$ cat src/rtl/sd_req_arbiter.sv
// Round-robin arbiter that shares one HPS SD-image channel between NUM_REQ
// block-device requesters, forwarding one sector transaction at a time.
module sd_req_arbiter #(
  parameter int NUM_REQ = 4,
  parameter int LBA_W   = 32,
  parameter int TIMEOUT = 1 << 24
) (
  input  logic                       clk_sys,
  input  logic                       reset_n,
  input  logic [NUM_REQ-1:0]         req_rd,
  input  logic [NUM_REQ-1:0]         req_wr,
  input  logic [NUM_REQ*LBA_W-1:0]   req_lba,
  input  logic [NUM_REQ*8-1:0]       req_buff_din,
  output logic [NUM_REQ-1:0]         req_ack,
  output logic [NUM_REQ-1:0]         req_buff_wr,
  output logic [NUM_REQ-1:0]         req_err,
  output logic [LBA_W-1:0]           sd_lba,
  output logic                       sd_rd,
  output logic                       sd_wr,
  input  logic                       sd_ack,
  input  logic                       sd_buff_wr,
  output logic [7:0]                 sd_buff_din,
  output logic [$clog2(NUM_REQ)-1:0] grant,
  output logic                       busy,
  output logic [2:0]                 dbg_state
);

  localparam int GW = $clog2(NUM_REQ);
  localparam int CW = (TIMEOUT > 1) ? $clog2(TIMEOUT) : 1;

  typedef enum logic [2:0] {
    S_IDLE    = 3'd0,
    S_ISSUE   = 3'd1,
    S_XFER    = 3'd2,
    S_RELEASE = 3'd3,
    S_ABORT   = 3'd4
  } state_t;

  state_t            state_q, state_d;
  logic [GW-1:0]     grant_q, grant_d;
  logic [GW-1:0]     rr_q, rr_d;
  logic [LBA_W-1:0]  lba_q, lba_d;
  logic              op_rd_q, op_rd_d;
  logic              sd_rd_q, sd_rd_d;
  logic              sd_wr_q, sd_wr_d;
  logic [CW-1:0]     cnt_q, cnt_d;

  logic [NUM_REQ-1:0] pend;
  logic               pick_found;
  logic [GW-1:0]      pick_idx;
  logic [GW-1:0]      scan_idx;
  logic [GW-1:0]      next_ptr;

  assign pend     = req_rd | req_wr;
  assign next_ptr = (grant_q == GW'(NUM_REQ - 1)) ? '0 : grant_q + 1'b1;

  // Scan from the highest offset down so the slot closest to rr_q wins.
  always_comb begin
    pick_found = 1'b0;
    pick_idx   = '0;
    scan_idx   = '0;
    for (int k = NUM_REQ - 1; k >= 0; k--) begin
      scan_idx = GW'((int'(rr_q) + k) % NUM_REQ);
      if (pend[scan_idx]) begin
        pick_found = 1'b1;
        pick_idx   = scan_idx;
      end
    end
  end

  always_comb begin
    state_d     = state_q;
    grant_d     = grant_q;
    rr_d        = rr_q;
    lba_d       = lba_q;
    op_rd_d     = op_rd_q;
    sd_rd_d     = sd_rd_q;
    sd_wr_d     = sd_wr_q;
    cnt_d       = cnt_q;
    req_ack     = '0;
    req_buff_wr = '0;
    req_err     = '0;
    sd_buff_din = '0;
    case (state_q)
      S_IDLE: begin
        if (pick_found) begin
          grant_d = pick_idx;
          lba_d   = req_lba[int'(pick_idx)*LBA_W +: LBA_W];
          op_rd_d = req_rd[pick_idx];
          // A stray ack still high keeps the request off the bus until it drops.
          sd_rd_d = req_rd[pick_idx] & ~sd_ack;
          sd_wr_d = ~req_rd[pick_idx] & ~sd_ack;
          cnt_d   = '0;
          state_d = S_ISSUE;
        end
      end
      S_ISSUE: begin
        if ((sd_rd_q | sd_wr_q) && sd_ack) begin
          sd_rd_d = 1'b0;
          sd_wr_d = 1'b0;
          state_d = S_XFER;
        end else if (TIMEOUT != 0 && cnt_q == CW'(TIMEOUT - 1)) begin
          sd_rd_d = 1'b0;
          sd_wr_d = 1'b0;
          state_d = S_ABORT;
        end else begin
          cnt_d = cnt_q + 1'b1;
          if (!sd_ack) begin
            sd_rd_d = op_rd_q;
            sd_wr_d = ~op_rd_q;
          end
        end
      end
      S_XFER: begin
        req_ack[grant_q]     = sd_ack;
        req_buff_wr[grant_q] = sd_buff_wr & sd_ack;
        sd_buff_din          = req_buff_din[int'(grant_q)*8 +: 8];
        if (!sd_ack) state_d = S_RELEASE;
      end
      S_RELEASE: begin
        rr_d    = next_ptr;
        state_d = S_IDLE;
      end
      S_ABORT: begin
        req_err[grant_q] = 1'b1;
        rr_d             = next_ptr;
        state_d          = S_IDLE;
      end
      default: state_d = S_IDLE;
    endcase
  end

  always_ff @(posedge clk_sys) begin
    if (!reset_n) begin
      state_q <= S_IDLE;
      grant_q <= '0;
      rr_q    <= '0;
      lba_q   <= '0;
      op_rd_q <= 1'b0;
      sd_rd_q <= 1'b0;
      sd_wr_q <= 1'b0;
      cnt_q   <= '0;
    end else begin
      state_q <= state_d;
      grant_q <= grant_d;
      rr_q    <= rr_d;
      lba_q   <= lba_d;
      op_rd_q <= op_rd_d;
      sd_rd_q <= sd_rd_d;
      sd_wr_q <= sd_wr_d;
      cnt_q   <= cnt_d;
    end
  end

  assign sd_lba    = lba_q;
  assign sd_rd     = sd_rd_q;
  assign sd_wr     = sd_wr_q;
  assign grant     = grant_q;
  assign busy      = (state_q != S_IDLE);
  assign dbg_state = state_q;

endmodule

$ cat config.mk
export PLATFORM = sky130hd
export DESIGN_NAME = sd_req_arbiter
export DESIGN_NICKNAME = d
export VERILOG_FILES = /design/src/rtl/sd_req_arbiter.sv
export SDC_FILE = /design/constraint.sdc
export NUM_CORES = 1
export LEC_CHECK = 0
export BUFFER_PORTS_ARGS = -buffer_cell sky130_fd_sc_hd__buf_2
export CAP_MARGIN = 20
export CORE_MARGIN = 2
export CORE_UTILIZATION = 38
export DETAILED_ROUTE_END_ITERATION = 6
export PLACE_DENSITY = 0.76
export SETUP_SLACK_MARGIN = 0.5
export SKIP_LAST_GASP = 1
export SYNTH_ARGS = -nofsm -noshare
export SYNTH_HDL_FRONTEND = slang
export SYNTH_SLANG_ARGS = --single-unit
$ cat constraint.sdc
create_clock -name clk_sys -period 2.53 [get_ports clk_sys]
set_input_delay 0.759 -clock clk_sys [delete_from_list [all_inputs] [get_ports clk_sys]]
set_output_delay 0.759 -clock clk_sys [all_outputs]
set_load 0.02 [all_outputs]
# Yosys cells after proc, flatten, opt, wreduce, memory -nomap -nowiden
# Index checks and enable logic that the tools add are counted.
[word_totals]
reg_bits = 66
input_bits = 172
out_inout_bits = 60
[classes]
add_sub_neg = 5
order_cmp = 7
eq_ne = 12
shift = 2
muxes = 44
bitwise_logic = 10
reduce_logical = 10
[op_table]
columns = ["op", "n"]
rows = [
  ["128-bit by 8-bit variable part select with 32-bit output", 1],
  ["24-bit 2-to-1 mux", 3],
  ["24-bit one-hot mux with 2 select lines", 1],
  ["32-bit by 6-bit variable part select with 8-bit output", 1],
  ["24-bit by 1-bit adder with 24-bit output (second input constant)", 1],
  ["24-bit equality test (second input constant)", 1],
  ["2-bit by 3-bit < comparator with 1-bit output (second input constant)", 6],
  ["1-bit 2-to-1 mux", 18],
  ["3-bit 2-to-1 mux", 4],
  ["4-bit 2-to-1 mux", 3],
  ["1-bit binary-select mux with 2-bit select", 5],
  ["2-bit 2-to-1 mux", 5],
  ["3-bit one-hot mux with 3 select lines", 1],
  ["4-bit AND", 2],
  ["8-bit 2-to-1 mux", 1],
  ["2-bit != test (second input constant)", 4],
  ["3-bit by 2-bit equality test with 1-bit output (second input constant)", 2],
  ["3-bit AND reduction", 2],
  ["2-bit by 1-bit adder with 2-bit output (second input constant)", 2],
  ["2-bit adder (second input constant)", 2],
  ["4-bit != test (second input constant)", 1],
  ["4-bit OR", 1],
  ["1-bit one-hot mux with 2 select lines", 2],
  ["4-bit AND reduction", 1],
  ["other kinds (15)", 20],
]

# Depth between registers and ports, before layout
[logic_depth]
word_depth = 13
ltp_mapped = 9
mapped_depth_nobuf = 7

# Worst setup path after synthesis
# Ideal clock, no wire load.
[synth_timing]
kind = "reg-to-output"
from = "register grant_q[0], in the netlist grant[0]"
to = "output sd_buff_din[0]"
t_arrival_ps = 1775
setup_slack_ps = -4
path_stages_with_launch = 4
cell_sequence = "dfxtp_1 -> clkbuf_1 -> mux4_2 -> and3_1"
[synth_via]
elab_chain_cells = 2
[synth_rtl]
columns = ["item", "line_no", "source"]
rows = [
  ["start, declared", "40", "logic [GW-1:0] grant_q, grant_d;"],
  ["start signal, assigned", "145", "grant_q <= grant_d;"],
  ["32-bit by 6-bit variable part select with 8-bit output", "117", "sd_buff_din = req_buff_din[int'(grant_q)*8 +: 8];"],
  ["8-bit 2-to-1 mux", "84", "case (state_q)"],
  ["end, declared", "22", "output logic [7:0] sd_buff_din,"],
]
# Every way passes these cells.

# Final worst setup path
[layout_timing]
from = "register grant_q[0], in the netlist grant[0]"
to = "output sd_buff_din[3]"
# The elaborated chain is that of the path after synthesis.

==> key figures <==
Run status
  • Outcome: completed

Final layout
  • Final nets: between 800 and 900
  • Fillers: 812
  • Antenna cells: 0
  • Area Growth Syn to Fin: 58.9%
  • Share of cells above drive strength 1: 0.512

Clocking
  • Root Buffer Master: clkbuf_8
  • Clk_lat worst skew: 340 ps
  • CTS tree: yes
  • H-tree levels: 3
  • Clock buffer count from CTS: 9
  • Clock Path Buffers: 2
  • Sink Count: 66
  • Clock-pin transition on the worst setup and hold timing paths: 70 ps
  • Cts-stage hold buffer count: 0

Drt
  • DRC: 0
  • ANT nets after route: 0
  • DR pass1 iterations: 4
  • DR iter-0 viols: around 250
  • Drt wl/cell: 16.6 um
  • Final WL: roughly 14 mm
  • Vias per inst: roughly 5.4
  • DR vias: 4,570

Timing
  • Setup violators final: 0
  • Min Tclk post-route: roughly 2400 ps
  • Worst-margin pin slew: 702 ps
  • Highest clock rate: 414 MHz
  • Max-slew violations: 0
  • Clk_skew: between 7 and 8 ps
  • Max_slew headroom: 0.528
  • Setup ws final: between 100 and 150 ps
  • Fin. Hold Viols: 0
  • Fin Setup TNS: 0 ps
  • Fin crit share: 0.955
  • RSZ-0062 raised after global routing: yes

Synthesis
  • Synth warnings: 0
  • Seq cells post-synth: 66
  • Sequential share of the synthesized area: 0.331
  • Synth async-reset ratio: 0
  • Count of unique library cells instantiated by Yosys: 45
  • Post-Syn Area: around 4000 um2
  • Number of flops mapped to enable cells by yosys: 0
  • Post-synth top area share: 0.331
  • Average cell area after synthesis: 9.10 um2
  • Post-Syn Instances: 438
  • Synth area leader: dfxtp_1
  • Top post-synthesis cells by area: dfxtp_1, mux2i_1, o221ai_1
  • Mapped Nets: slightly above 600
  • Synth Flop Type: dfxtp_1

Pwr
  • Switching Share: 0.307
  • Internal: 1890 uW
  • Pwr Density: between 400 and 500 nW/um2
  • Psw: 837 uW
  • Worst vdd ir: between 0.2 and 0.3 mV
  • Lkg Pwr: 0.00275 uW
  • Sequential share of power: 0.422
  • Total Power: 2720 uW
  • Clock power share: 0.295
  • Gate power share: 0.283

Critical path
  • Critical Path Source: grant[0]$_SDFFE_PN0P_
  • Crit start category: flop
  • Internal reg-to-reg setup slack: 560 ps
  • Worst path required time: 1770 ps
  • CP Class: flop to primary output
  • Critical path capture point type: primary output
  • Crit Path Max Fanout: 3
  • WP data arrival: 1660 ps
  • R2R Path Start: cnt_q[3]$_SDFFE_PN0P_

Die
  • Die ar.: 11,300 um2
  • Core Box Area: 10,300 um2
  • Die Ht: 106 um
  • Chip Width: 106 um
  • Io pins: 232
  • Row count: 37
  • Initial Utilization: 0.388

Global routing
  • Met1 GRT Util: 0.265
  • First-pass GRT wire length: approximately 21 mm
  • Remaining global-route overflow: 0
  • Tot GR Track Use: 0.232
  • Routing usage on met3: 0.0552
  • GR Util met2: 0.414
  • Vias in the first global route: around 4.5k
  • Largest net degree at the start of global routing: 33
  • Grt peak-use layer: met2
  • Initial antenna violation count: 0

Placement
  • Place WS: 27.4 ps
  • # port buffers: roughly 230
  • Dpl hpwl: 9.91 mm
  • GPL Wtd Cong: a little over 0.8

Flow run
  • Max_cap viols: 0

Hold path
  • Hold Crit Class: flop to flop
  • Hold path start: sd_lba[4]$_SDFFE_PN0P_
==> synth_stat cells (3+ instances only) <==
master	instances
nor3b_1	3
mux2i_1	67
o221ai_1	34
clkbuf_1	14
and2_1	9
nor2_1	35
o21ai_0	5
ha_1	5
nor4_1	3
nor3_1	3
a21oi_1	8
and3_1	22
xor2_1	19
dfxtp_1	66
mux4_2	8
nand4_1	11
buf_2	9
inv_1	7
nand2b_1	4
buf_6	3
nand3_1	17
nor2b_1	7
nand2_1	52
==> cell families (layout without fill, tap and decap cells) <==
logic type,after synthesis,after routing,synth area share
AO/OA/AOI/OAI,63,63,0.131
AND/OR/NAND/NOR,174,174,0.222
adder cells (fa/ha/maj),5,5,0.0157
flip-flops,66,66,0.331
buffers and inverters,35,300,0.0433
multiplexers,75,75,0.213
XOR/XNOR,20,20,0.0439
==> through the flow <==
stage	cell area, um2	util	instances	hold slack [ps]
after floorplan	4100	-	438	451
after global placement	5450	0.531	797	440
after detailed placement	5450	0.531	797	442
after CTS	6090	0.593	831	459
after global routing	6330	0.616	839	501
final	6330	0.616	839	458
==> layer usage <==
layer | part of all wire | vias up | wire (um)
li1 | - | 2147 | -
met1 | 0.39 | 2189 | 5470
met2 | 0.51 | 202 | 7110
met3 | 0.069 | 32 | 954
met4 | 0.027 | 0 | 371
met5 | 0 | - | 0
==> cell usage in the layout, fill, tap and decap left out, drive strengths merged, types with 2 or more instances in the layout <==
cell type	count
buf	277
mux2i	67
dfxtp	66
nand2	52
nor2	35
o221ai	34
and3	22
xor2	19
nand3	18
clkbuf	13
nand4	11
and2	9
mux4	8
a21oi	8
nor2b	7
inv	7
o21ai	5
ha	5
nand2b	4
nor4	4
clkinv	3
nor3	3
nor3b	3
o21a	2
o22ai	2
o31ai	2
or3	2
==> flip-flops by register name, indices dropped and copies added (netlist names) <==
register,flops
sd_lba,32
cnt_q,24
dbg_state,3
grant,2
rr_q,2
op_rd_q,1
sd_rd,1
sd_wr,1
==> worst paths after layout <==
path | to | depth (start not counted)
setup / recovery | sd_buff_din[3] | 4
hold / removal | sd_lba[4]$_SDFFE_PN0P_ | 2
setup reg to reg | cnt_q[21]$_SDFFE_PN0P_ | 5
hold reg to reg | sd_lba[4]$_SDFFE_PN0P_ | 2
==> power groups by stage <==
stage,clock network [uW],logic [uW],registers (uW)
2_1_floorplan,0,305,1240
3_3_place_gp,0,639,1170
3_5_place_dp,0,658,1180
4_1_cts,814,718,1150
5_1_grt,865,821,1160
6_report,804,770,1150
==> critical path: stages, from the launching register on <==
cell	delay, ps
dfxtp_4	380
buf_6	110
mux4_2	530
and3_4	180
buf_6	130
==> cell type report <==
class / count / area [um2] / area share
repair buffers: 278 / 1860 / 0.293
well taps: 136 / 170 / 0.0269
multi-input cells: 337 / 2760 / 0.436
clock buffers: 12 / 155 / 0.0245
flip-flops and latches: 66 / 1340 / 0.212
inverters: 7 / 33.8 / 0.00533
clock inverters: 3 / 15.0 / 0.00237
==> repair_timing <==
action / CTS / global route
gates cloned: 1 / 1
resized for setup: 90 / 50
setup buffers: 18 / 7
endpoints found under the setup margin: 57 / 64
pin swaps: 17 / 21
Power figures use the tool's default switching activity.
